File: src/rtl/sram_cmd_seq_if.sv
// Word-level command/response channel between a requester and sram_cmd_seq.
// Two valid/ready handshakes: command (requester -> sequencer) and read response.
interface sram_cmd_seq_if #(
    parameter int ROWS = 16,
    parameter int COLS = 8
);
    localparam int ADDR_W = (ROWS > 1) ? $clog2(ROWS) : 1;

    logic              cmd_valid;
    logic              cmd_ready;
    logic              cmd_we;
    logic [ADDR_W-1:0] cmd_addr;
    logic [COLS-1:0]   cmd_wdata;
    logic              rsp_valid;
    logic              rsp_ready;
    logic [COLS-1:0]   rsp_rdata;

    modport master (
        output cmd_valid, cmd_we, cmd_addr, cmd_wdata, rsp_ready,
        input  cmd_ready, rsp_valid, rsp_rdata
    );

    modport slave (
        input  cmd_valid, cmd_we, cmd_addr, cmd_wdata, rsp_ready,
        output cmd_ready, rsp_valid, rsp_rdata
    );
endinterface

File: src/rtl/sram_cmd_seq.sv
// Command sequencer for the bit-serial-load SRAM: word writes become MSB-first shifts plus a
// write strobe, reads hold r_en until the data is captured. Optional SRAM_SEQ_WR_VERIFY_EN read-back check.
module sram_cmd_seq #(
    parameter int ROWS    = 16,
    parameter int COLS    = 8,
    parameter int RD_WAIT = 2
) (
    input  logic            clk,
    input  logic            arst_n,
    sram_cmd_seq_if.slave   bus,
    output logic            wr_err,
    output logic            sram_serial_in,
    output logic            sram_shift,
    output logic            sram_w_en,
    output logic            sram_r_en,
    output logic [ROWS-1:0] sram_addr,
    input  logic            sram_data_valid,
    input  logic [COLS-1:0] sram_data_out
);
    localparam int ADDR_W = (ROWS > 1) ? $clog2(ROWS) : 1;
    localparam int BIT_W  = (COLS > 1) ? $clog2(COLS) : 1;
    localparam int WAIT_W = (RD_WAIT > 1) ? $clog2(RD_WAIT) : 1;

    localparam logic [BIT_W-1:0]  BIT_LAST  = BIT_W'(COLS - 1);
    localparam logic [WAIT_W-1:0] WAIT_LAST = WAIT_W'(RD_WAIT - 1);

    typedef enum logic [2:0] {
        ST_IDLE   = 3'd0,
        ST_SHIFT  = 3'd1,
        ST_WRITE  = 3'd2,
        ST_READ   = 3'd3,
`ifdef SRAM_SEQ_WR_VERIFY_EN
        ST_VERIFY = 3'd5,
`endif
        ST_RESP   = 3'd4
    } state_t;

    state_t            state_r;
    state_t            state_nxt_s;
    logic [ADDR_W-1:0] addr_r;
    logic [COLS-1:0]   wdata_r;
    logic [BIT_W-1:0]  bit_cnt_r;
    logic [BIT_W-1:0]  bit_cnt_nxt_s;
    logic [WAIT_W-1:0] wait_cnt_r;
    logic [WAIT_W-1:0] wait_cnt_nxt_s;
    logic [COLS-1:0]   rdata_r;
    logic              rsp_valid_r;
    logic              cmd_ready_r;
    logic              shift_r;
    logic              serial_r;
    logic              w_en_r;
    logic              r_en_r;
    logic [ROWS-1:0]   sram_addr_r;

    logic              accept_s;
    logic              capture_s;
    logic              rd_done_s;
    logic              verify_bad_s;
    logic [ADDR_W-1:0] addr_src_s;
    logic [COLS-1:0]   wdata_src_s;
    logic [BIT_W-1:0]  bit_idx_s;
    logic [COLS-1:0]   rdata_nxt_s;
    logic              rsp_valid_nxt_s;
    logic              cmd_ready_nxt_s;
    logic              shift_nxt_s;
    logic              serial_nxt_s;
    logic              w_en_nxt_s;
    logic              r_en_nxt_s;
    logic [ROWS-1:0]   sram_addr_nxt_s;

    // Read data is usable once r_en has been held RD_WAIT cycles and the SRAM flags it valid.
    assign rd_done_s = (wait_cnt_r >= WAIT_LAST) && sram_data_valid;

    // Next-state and counter sequencing.
    always_comb begin
        state_nxt_s    = state_r;
        bit_cnt_nxt_s  = bit_cnt_r;
        wait_cnt_nxt_s = wait_cnt_r;
        accept_s       = 1'b0;
        capture_s      = 1'b0;
        verify_bad_s   = 1'b0;
        case (state_r)
            ST_IDLE: begin
                if (bus.cmd_valid && cmd_ready_r) begin
                    accept_s       = 1'b1;
                    bit_cnt_nxt_s  = {BIT_W{1'b0}};
                    wait_cnt_nxt_s = {WAIT_W{1'b0}};
                    if (bus.cmd_we) begin
                        state_nxt_s = ST_SHIFT;
                    end else begin
                        state_nxt_s = ST_READ;
                    end
                end else begin
                    state_nxt_s = ST_IDLE;
                end
            end
            ST_SHIFT: begin
                if (bit_cnt_r == BIT_LAST) begin
                    state_nxt_s   = ST_WRITE;
                    bit_cnt_nxt_s = {BIT_W{1'b0}};
                end else begin
                    bit_cnt_nxt_s = bit_cnt_r + BIT_W'(1);
                end
            end
            ST_WRITE: begin
`ifdef SRAM_SEQ_WR_VERIFY_EN
                state_nxt_s    = ST_VERIFY;
                wait_cnt_nxt_s = {WAIT_W{1'b0}};
`else
                state_nxt_s    = ST_IDLE;
`endif
            end
            ST_READ: begin
                if (rd_done_s) begin
                    capture_s   = 1'b1;
                    state_nxt_s = ST_RESP;
                end else if (wait_cnt_r != WAIT_LAST) begin
                    wait_cnt_nxt_s = wait_cnt_r + WAIT_W'(1);
                end else begin
                    wait_cnt_nxt_s = wait_cnt_r;
                end
            end
            ST_RESP: begin
                if (bus.rsp_ready) begin
                    state_nxt_s = ST_IDLE;
                end else begin
                    state_nxt_s = ST_RESP;
                end
            end
`ifdef SRAM_SEQ_WR_VERIFY_EN
            ST_VERIFY: begin
                if (rd_done_s) begin
                    verify_bad_s = (sram_data_out != wdata_r);
                    state_nxt_s  = ST_IDLE;
                end else if (wait_cnt_r != WAIT_LAST) begin
                    wait_cnt_nxt_s = wait_cnt_r + WAIT_W'(1);
                end else begin
                    wait_cnt_nxt_s = wait_cnt_r;
                end
            end
`endif
            default: begin
                state_nxt_s = ST_IDLE;
            end
        endcase
    end

    // Output values for the coming cycle, decoded from the next state so every output is a flop.
    always_comb begin
        addr_src_s      = accept_s ? bus.cmd_addr : addr_r;
        wdata_src_s     = accept_s ? bus.cmd_wdata : wdata_r;
        bit_idx_s       = BIT_LAST - bit_cnt_nxt_s;
        shift_nxt_s     = (state_nxt_s == ST_SHIFT);
        w_en_nxt_s      = (state_nxt_s == ST_WRITE);
        rsp_valid_nxt_s = (state_nxt_s == ST_RESP);
        cmd_ready_nxt_s = (state_nxt_s == ST_IDLE);
`ifdef SRAM_SEQ_WR_VERIFY_EN
        r_en_nxt_s      = (state_nxt_s == ST_READ) || (state_nxt_s == ST_VERIFY);
`else
        r_en_nxt_s      = (state_nxt_s == ST_READ);
`endif
        if (shift_nxt_s) begin
            serial_nxt_s = wdata_src_s[bit_idx_s];
        end else begin
            serial_nxt_s = 1'b0;
        end
        if (state_nxt_s != ST_IDLE) begin
            sram_addr_nxt_s = ROWS'(addr_src_s);
        end else begin
            sram_addr_nxt_s = {ROWS{1'b0}};
        end
        // Captured word is only presented while the response is pending.
        if (capture_s) begin
            rdata_nxt_s = sram_data_out;
        end else if (rsp_valid_nxt_s) begin
            rdata_nxt_s = rdata_r;
        end else begin
            rdata_nxt_s = {COLS{1'b0}};
        end
    end

    // State, latched command and registered outputs.
    always_ff @(posedge clk or negedge arst_n) begin
        if (!arst_n) begin
            state_r     <= ST_IDLE;
            addr_r      <= {ADDR_W{1'b0}};
            wdata_r     <= {COLS{1'b0}};
            bit_cnt_r   <= {BIT_W{1'b0}};
            wait_cnt_r  <= {WAIT_W{1'b0}};
            rdata_r     <= {COLS{1'b0}};
            rsp_valid_r <= 1'b0;
            cmd_ready_r <= 1'b0;
            shift_r     <= 1'b0;
            serial_r    <= 1'b0;
            w_en_r      <= 1'b0;
            r_en_r      <= 1'b0;
            sram_addr_r <= {ROWS{1'b0}};
        end else begin
            state_r     <= state_nxt_s;
            addr_r      <= addr_src_s;
            wdata_r     <= wdata_src_s;
            bit_cnt_r   <= bit_cnt_nxt_s;
            wait_cnt_r  <= wait_cnt_nxt_s;
            rdata_r     <= rdata_nxt_s;
            rsp_valid_r <= rsp_valid_nxt_s;
            cmd_ready_r <= cmd_ready_nxt_s;
            shift_r     <= shift_nxt_s;
            serial_r    <= serial_nxt_s;
            w_en_r      <= w_en_nxt_s;
            r_en_r      <= r_en_nxt_s;
            sram_addr_r <= sram_addr_nxt_s;
        end
    end

`ifdef SRAM_SEQ_WR_VERIFY_EN
    logic wr_err_r;

    // Sticky read-back mismatch flag; only a hard reset clears it.
    always_ff @(posedge clk or negedge arst_n) begin
        if (!arst_n) begin
            wr_err_r <= 1'b0;
        end else if (verify_bad_s) begin
            wr_err_r <= 1'b1;
        end else begin
            wr_err_r <= wr_err_r;
        end
    end

    assign wr_err = wr_err_r;
`else
    assign wr_err = 1'b0;
`endif

    assign bus.cmd_ready  = cmd_ready_r;
    assign bus.rsp_valid  = rsp_valid_r;
    assign bus.rsp_rdata  = rdata_r;
    assign sram_shift     = shift_r;
    assign sram_serial_in = serial_r;
    assign sram_w_en      = w_en_r;
    assign sram_r_en      = r_en_r;
    assign sram_addr      = sram_addr_r;
endmodule

File: src/flat_wrapper.sv
// flat-port wrapper written by rule: the top's interface ports become plain ports
module sram_cmd_seq_flat 
#(
    parameter int ROWS    = 16,
    parameter int COLS    = 8,
    parameter int RD_WAIT = 2
)
  (clk, arst_n, wr_err, sram_serial_in, sram_shift, sram_w_en, sram_r_en, sram_addr, sram_data_valid, sram_data_out, bus_cmd_valid, bus_cmd_we, bus_cmd_addr, bus_cmd_wdata, bus_rsp_ready, bus_cmd_ready, bus_rsp_valid, bus_rsp_rdata);
  sram_cmd_seq_if #(.ROWS(ROWS), .COLS(COLS)) bus_i ();
  input  logic clk;
  input  logic arst_n;
  output logic wr_err;
  output logic sram_serial_in;
  output logic sram_shift;
  output logic sram_w_en;
  output logic sram_r_en;
  output logic [ROWS-1:0] sram_addr;
  input  logic sram_data_valid;
  input  logic [COLS-1:0] sram_data_out;
  input wire logic [$bits(bus_i.cmd_valid)-1:0] bus_cmd_valid;
  input wire logic [$bits(bus_i.cmd_we)-1:0] bus_cmd_we;
  input wire logic [$bits(bus_i.cmd_addr)-1:0] bus_cmd_addr;
  input wire logic [$bits(bus_i.cmd_wdata)-1:0] bus_cmd_wdata;
  input wire logic [$bits(bus_i.rsp_ready)-1:0] bus_rsp_ready;
  output wire logic [$bits(bus_i.cmd_ready)-1:0] bus_cmd_ready;
  output wire logic [$bits(bus_i.rsp_valid)-1:0] bus_rsp_valid;
  output wire logic [$bits(bus_i.rsp_rdata)-1:0] bus_rsp_rdata;
  assign bus_i.cmd_valid = bus_cmd_valid;
  assign bus_i.cmd_we = bus_cmd_we;
  assign bus_i.cmd_addr = bus_cmd_addr;
  assign bus_i.cmd_wdata = bus_cmd_wdata;
  assign bus_i.rsp_ready = bus_rsp_ready;
  assign bus_cmd_ready = bus_i.cmd_ready;
  assign bus_rsp_valid = bus_i.rsp_valid;
  assign bus_rsp_rdata = bus_i.rsp_rdata;
  sram_cmd_seq #(.ROWS(ROWS), .COLS(COLS), .RD_WAIT(RD_WAIT)) u_core (.clk(clk), .arst_n(arst_n), .bus(bus_i), .wr_err(wr_err), .sram_serial_in(sram_serial_in), .sram_shift(sram_shift), .sram_w_en(sram_w_en), .sram_r_en(sram_r_en), .sram_addr(sram_addr), .sram_data_valid(sram_data_valid), .sram_data_out(sram_data_out));
endmodule
File: config.mk
export PLATFORM = sky130hd
export DESIGN_NAME = sram_cmd_seq_flat
export DESIGN_NICKNAME = d
export VERILOG_FILES = /design/src/rtl/sram_cmd_seq_if.sv /design/src/rtl/sram_cmd_seq.sv /design/src/flat_wrapper.sv
export SDC_FILE = /design/constraint.sdc
export NUM_CORES = 1
export LEC_CHECK = 0
export ABC_AREA = 0
export BUFFER_PORTS_ARGS = -buffer_cell sky130_fd_sc_hd__buf_2
export CAP_MARGIN = 20
export CORE_MARGIN = 1
export CORE_UTILIZATION = 43
export CTS_CLUSTER_DIAMETER = 100
export CTS_CLUSTER_SIZE = 12
export DETAILED_ROUTE_END_ITERATION = 8
export HOLD_SLACK_MARGIN = 0.05
export PLACE_DENSITY = 0.74
export SYNTH_ARGS = -nofsm -noshare
export SYNTH_HDL_FRONTEND = slang
export SYNTH_SLANG_ARGS = --single-unit
File: constraint.sdc
create_clock -name clk -period 2.05 [get_ports clk]
set_clock_uncertainty 0.2 [all_clocks]
set_input_delay 0.205 -clock clk [delete_from_list [all_inputs] [get_ports clk]]
set_output_delay 0.205 -clock clk [all_outputs]
set_load 0.005 [all_outputs]
# After elaboration in Yosys (flattened, before gate mapping)
# Cells that the tools add are included.
# totals
reg_bits	37
inputBits	26
out_inout_bits	31
elab_cells	61
# op_classes
n_eq_ne	11
reduce_logical	7
order_cmp	2
addsub	3
n_mux	25
# ops
operator	count
$mux 8	3
$mux 3	5
$pmux 3 s4	1
$eq 3x2->1 const B	3
$eq 3x3->1 const B	3
$mux 1	9
$mux 4	2
$eq 3x1->1 const B	2
$logic_not 3->1	2
$pmux 3 s2	1
$lt 3x4->1 const B	1
$mux 2	2
$ne 2x1->1 const B	2
$add 3x1->3 const B	1
$bmux 1 s3	1
$reduce_and 3->1	1
$reduce_bool 3->1	1
$sub 3x3->3 const A	1
$logic_and 1x1->1	2
$ne 2x2->1 const B	1
$pmux 1 s2	1
$reduce_bool 2->1	1
$add 1x1->1 const B	1
$ge 1x1->1 const B	1

# Depth between registers and ports, before layout
# logic_depth
ltp_word	7
ltp_mapped	7
depth_no_buf	7

# Least setup slack after synthesis
# No wires, ideal clock.
# synth_timing
path_type	reg-to-reg
from	reg u_core.bit_cnt_r[0]
to	reg u_core.serial_r (netlist: u_core.sram_serial_in)
period_less_slack_ns	2.150
path_stages_with_launch	7
arrival_ns	1.886
required_ns	1.786
n_path_buf	0
slack_ns	-0.100
setup_ns	0.064
cell_sequence	dfrtp_1 ha_1 ha_1 a32oi_1 mux4_2 o22ai_1 o21a_1
# synth_via
elab_chain_len	7
elab_cells_between_ends	12
classes_between	add/sub: 2; eq/ne: 2; mux: 8
# synth_rtl
item	line_no	text
from (decl)	sram_cmd_seq.sv:42	logic [BIT_W-1:0] bit_cnt_r;
from (signal assigned)	sram_cmd_seq.sv:188	bit_cnt_r <= {BIT_W{1'b0}};
from (signal assigned)	sram_cmd_seq.sv:202	bit_cnt_r <= bit_cnt_nxt_s;
$add 3x1->3 or $eq 3x3->1 (tied branches)	sram_cmd_seq.sv:102, sram_cmd_seq.sv:98	
$mux 3	sram_cmd_seq.sv:98	if (bit_cnt_r == BIT_LAST) begin
$pmux 3 s2	sram_cmd_seq.sv:82	case (state_r)
$sub 3x3->3	sram_cmd_seq.sv:152	bit_idx_s = BIT_LAST - bit_cnt_nxt_s;
$bmux 1 s3	sram_cmd_seq.sv:163	serial_nxt_s = wdata_src_s[bit_idx_s];
$mux 1 (implied by the code)	sram_cmd_seq.sv:163	
$mux 1 *	sram_cmd_seq.sv:162	if (shift_nxt_s) begin
net u_core.serial_nxt_s	sram_cmd_seq.sv:66	logic serial_nxt_s;
to (signal assigned)	sram_cmd_seq.sv:208	serial_r <= serial_nxt_s;
to (decl)	sram_cmd_seq.sv:50	logic serial_r;
# Mark *: on every way through the listed nets, which the timed path passes. The rest lies on a longest branch. The select of a mux whose other input is x is not followed.
# A chain may end at the register's enable or synchronous reset.

# Worst setup path after layout
# layout_timing
from	reg u_core.bit_cnt_r[1]
to	reg u_core.serial_r (netlist: u_core.sram_serial_in)
# layout_via
elab_chain_len	7
elab_cells_between_ends	12
classes_between	add/sub: 2; eq/ne: 2; mux: 8
# layout_rtl
item	line_no	text
$eq 3x3->1	sram_cmd_seq.sv:98	
$mux 3	sram_cmd_seq.sv:98	
$pmux 3 s2	sram_cmd_seq.sv:82	
net u_core.bit_cnt_nxt_s[0]	sram_cmd_seq.sv:43	logic [BIT_W-1:0] bit_cnt_nxt_s;
$sub 3x3->3	sram_cmd_seq.sv:152	
$bmux 1 s3	sram_cmd_seq.sv:163	
$mux 1 (implied by the code)	sram_cmd_seq.sv:163	
$mux 1	sram_cmd_seq.sv:162	
net u_core.serial_nxt_s	sram_cmd_seq.sv:66	
# The timed path passes the listed nets, and every way through them passes these cells. The select of a mux whose other input is x is not followed.

==> results.json <==
{
  "final_cells": 251,
  "gp_congestion": 0.791,
  "synth_top_area_share_pct": 59.5,
  "required_ns": 2.08,
  "r2r_slack_ns": -0.03,
  "yosys-top-cells-area": "dfrtp_1, mux2_2, buf_4, a22o_1, mux2i_1",
  "max_freq_ghz": 0.481,
  "n_antenna_cell": 0,
  "slew_headroom_pct": 47.1,
  "rr_worst_depth": 7,
  "endpoint_kind": "flip-flop",
  "min_delay_path_depth": 3,
  "viasPerCell": 4.70,
  "slew_violations": 0,
  "violations": "negative setup slack",
  "insertion_delay_ns": 0.34,
  "grt_antenna_before_repair": 0,
  "cts.sinks": 37,
  "worstSetupPathType": "reg -> reg",
  "grt_pass1_vias": 1225,
  "overflow": 0,
  "fin_ws_ns": -0.0297,
  "p_int_uw": 2100,
  "cts_root_buf": "clkbuf_4",
  "dieArea_sq_um": 3860,
  "switchingPower_uw": 984,
  "drt_iter0_drc": 64,
  "cts_max_path_buffers": 2,
  "dpl.hpwl_um": 2330,
  "final_cell_area_sq_um": 2290,
  "h-tree-depth": 2,
  "hp-class": "in -> reg",
  "setup_violations": 1,
  "track_usage_pct": 19.7,
  "die_y_um": 62.2,
  "drt-total-wl_um": 3360,
  "p_comb_share_pct": 47.6,
  "hold_viol": 0,
  "avgSynthCellArea_sq_um": 13.2,
  "rr_endpoint": "u_core.sram_serial_in",
  "p_per_area_nw_per_um2": 1350,
  "finalCritPeriodShare_pct": 101,
  "syn_inst": 118,
  "ant_nets": 0,
  "start_util_pct": 45.9,
  "cts_tree": "yes",
  "swShare_pct": 31.9,
  "clk_pin_slew_ns": 0.12,
  "cap_violations": 0,
  "seqPwrFrac_pct": 35.5,
  "start_kind": "flip-flop",
  "cts_buffers": 5,
  "syn_area_sq_um": 1560,
  "finalCriticalPeriod_ns": 2.08,
  "num_rows": 21,
  "setup_tns_ns": -0.0297,
  "power_leakage_uw": 0.00119,
  "ys_seq_area_share_pct": 59.5,
  "critPathMaxStageDelay_ns": 0.41,
  "fill_cells": 255,
  "port_buffers": 43,
  "path_cells": "ha_2, ha_4, nor3b_4, mux2_4, mux2_4, o211a_1, o21a_1",
  "drive_gt1_share_pct": 44.9,
  "whs_ns": 0.0853,
  "worst_hold_startpoint": "bus_rsp_ready",
  "ir_worst_vdd_mv": 0.732,
  "drcViolationCount": 0,
  "slowest_stage": "dfrtp_1",
  "vias": 1180,
  "dr.pass1.iters": 4,
  "path_common_cell": "mux2_4",
  "num_io_pins": 57,
  "rsz0062_at_grt": "true",
  "netlist-cell-type-count": 31,
  "ys_seq_elements": 37,
  "min_to": "u_core.sram_addr[2]",
  "cp.arrival_ns": 2.11,
  "reg2reg_from": "u_core.bit_cnt_r[1]",
  "yosysWarningCount": 0,
  "yosysTopAreaCell": "dfrtp_1",
  "layout.nets": 232,
  "place_area_sq_um": 1900,
  "worstMarginPinSlew_ns": 0.794,
  "grt_pass1_wl_um": 5710,
  "dieWidth_um": 62.2,
  "area_delta_synth_final_pct": 46.9,
  "wl_per_cell_um": 13.4,
  "p_clk_share_pct": 16.9,
  "dp_cells": 217,
  "core_area_sq_um": 3390,
  "path_max_fanout": 5,
  "status": "finished, violations left",
  "grt_max_degree": 38
}
-- flip-flops by register name, summed over array words and instances, names as in the netlist --
signal and cells:
u_core.sram_r_en 1, u_core.wdata_r 8, u_core.sram_w_en 1, u_core.bit_cnt_r 3, u_core.state_r 3, u_core.bus.cmd_ready 1, u_core.bus.rsp_rdata 8, u_core.sram_addr 4
u_core.wait_cnt_r 1, u_core.sram_serial_in 1, u_core.addr_r 4, u_core.sram_shift 1, u_core.bus.rsp_valid 1
-- kinds of logic (layout without fill, tap and decap cells) --
logic type | after synthesis | after routing | share of synthesized area (%)
AOI/OAI and AO/OA | 16 | 16 | 8.60
other | 1 | 13 | 0.241
buffers and inverters | 20 | 95 | 8.44
DFF | 37 | 37 | 59.5
adders and majority gates | 2 | 2 | 1.61
and+or+nand+nor | 25 | 25 | 9.08
muxes | 17 | 17 | 12.5
-- power by group through the flow --
| stage | sequential [uW] | clock, uW | combinational [uW] |
|---|---|---|---|
| after floorplan | 1110 | 0 | 781 |
| after global placement | 1090 | 0 | 1180 |
| after detailed placement | 1110 | 0 | 1240 |
| after CTS | 1100 | 528 | 1410 |
| after global routing | 1120 | 579 | 1600 |
| final | 1100 | 523 | 1470 |
-- synthesized netlist by cell type, drive strengths merged --
master	n
dfrtp	37
buf	14
mux2	10
a22o	8
mux2i	6
nand2	6
inv	5
nor2	3
nor2b	3
or2	3
and3	2
ha	2
nand3	2
nor3	2
a21o	1
a32o	1
a32oi	1
and2b	1
clkbuf	1
conb	1
mux4	1
nor3b	1
nor4b	1
o211a	1
o21a	1
o21ai	1
o22ai	1
o31a	1
or3b	1
-- area by class of cell --
type / instances / area (sq um) / area share, %
clock inverter: 1 / 30.0 / 1.31
timing repair buffer: 82 / 569 / 24.9
inverter: 5 / 18.8 / 0.821
multi-input combinational: 73 / 629 / 27.5
sequential: 37 / 926 / 40.5
clock buffer: 7 / 55.1 / 2.41
tap: 46 / 57.6 / 2.52
-- routing by layer --
layer | part of all wire, % | global-route usage, %
met4 | 0.80 | 7.85
met2 | 51 | 32.6
met5 | 0 | 0
met3 | 5.6 | 6.62
met1 | 43 | 23.8
-- cells in the final DEF, fill, tap and decap left out, types with 2 or more instances in the layout --
cell	n
nand2_1	5
buf_2	43
or2_2	3
mux2i_1	6
mux2_4	4
dfrtp_1	37
inv_1	5
a22o_1	8
clkbuf_4	5
mux2_2	6
nor2_2	2
dlygate4sd3_1	23
conb_1	13
nor2b_1	3
nand3_1	2
buf_4	15
-- timing repair --
item / 4_1_cts / 5_1_grt
endpoints found under the hold margin: 61 / 0
setup endpoints to repair: 1 / 4
gates resized for setup: 8 / 2
hold buffers: 23 / 0
setup buffers: 2 / 1
pin swaps: 6 / 3
-- worst max-delay path by stage --
stage / slack [ns] / from / to
6_report: -0.03 / u_core.bit_cnt_r[1] / u_core.sram_serial_in
5_1_grt: -0.11 / u_core.bit_cnt_r[0] / u_core.sram_serial_in
4_1_cts: -0.03 / u_core.bit_cnt_r[0] / u_core.sram_serial_in
3_5_place_dp: -0.19 / u_core.state_r[2] / u_core.sram_serial_in
3_3_place_gp: -0.12 / u_core.state_r[2] / u_core.sram_serial_in
2_1_floorplan: 0.004 / u_core.state_r[1] / u_core.sram_serial_in
-- through the flow --
| step | setup WS [ns] | util, % | power, uW |
|---|---|---|---|
| 5_1_grt | -0.109 | 67.4 | 3300 |
| 3_5_place_dp | -0.191 | 56.2 | 2350 |
| 4_1_cts | -0.0326 | 67.0 | 3040 |
| 2_1_floorplan | 0.00407 | - | 1900 |
| 6_report | -0.0297 | 67.4 | 3090 |
| 3_3_place_gp | -0.123 | 56.2 | 2270 |
-- critical path, delay by kind of cell, from the launching register on --
kind                       cells  cell delay (ns)
and+or+nand+nor                1             0.19
adders and majority gates      2             0.37
muxes                          2             0.53
AOI/OAI and AO/OA              2             0.27
DFF                            1             0.41
Note: power is estimated with default switching activity, not from simulation.
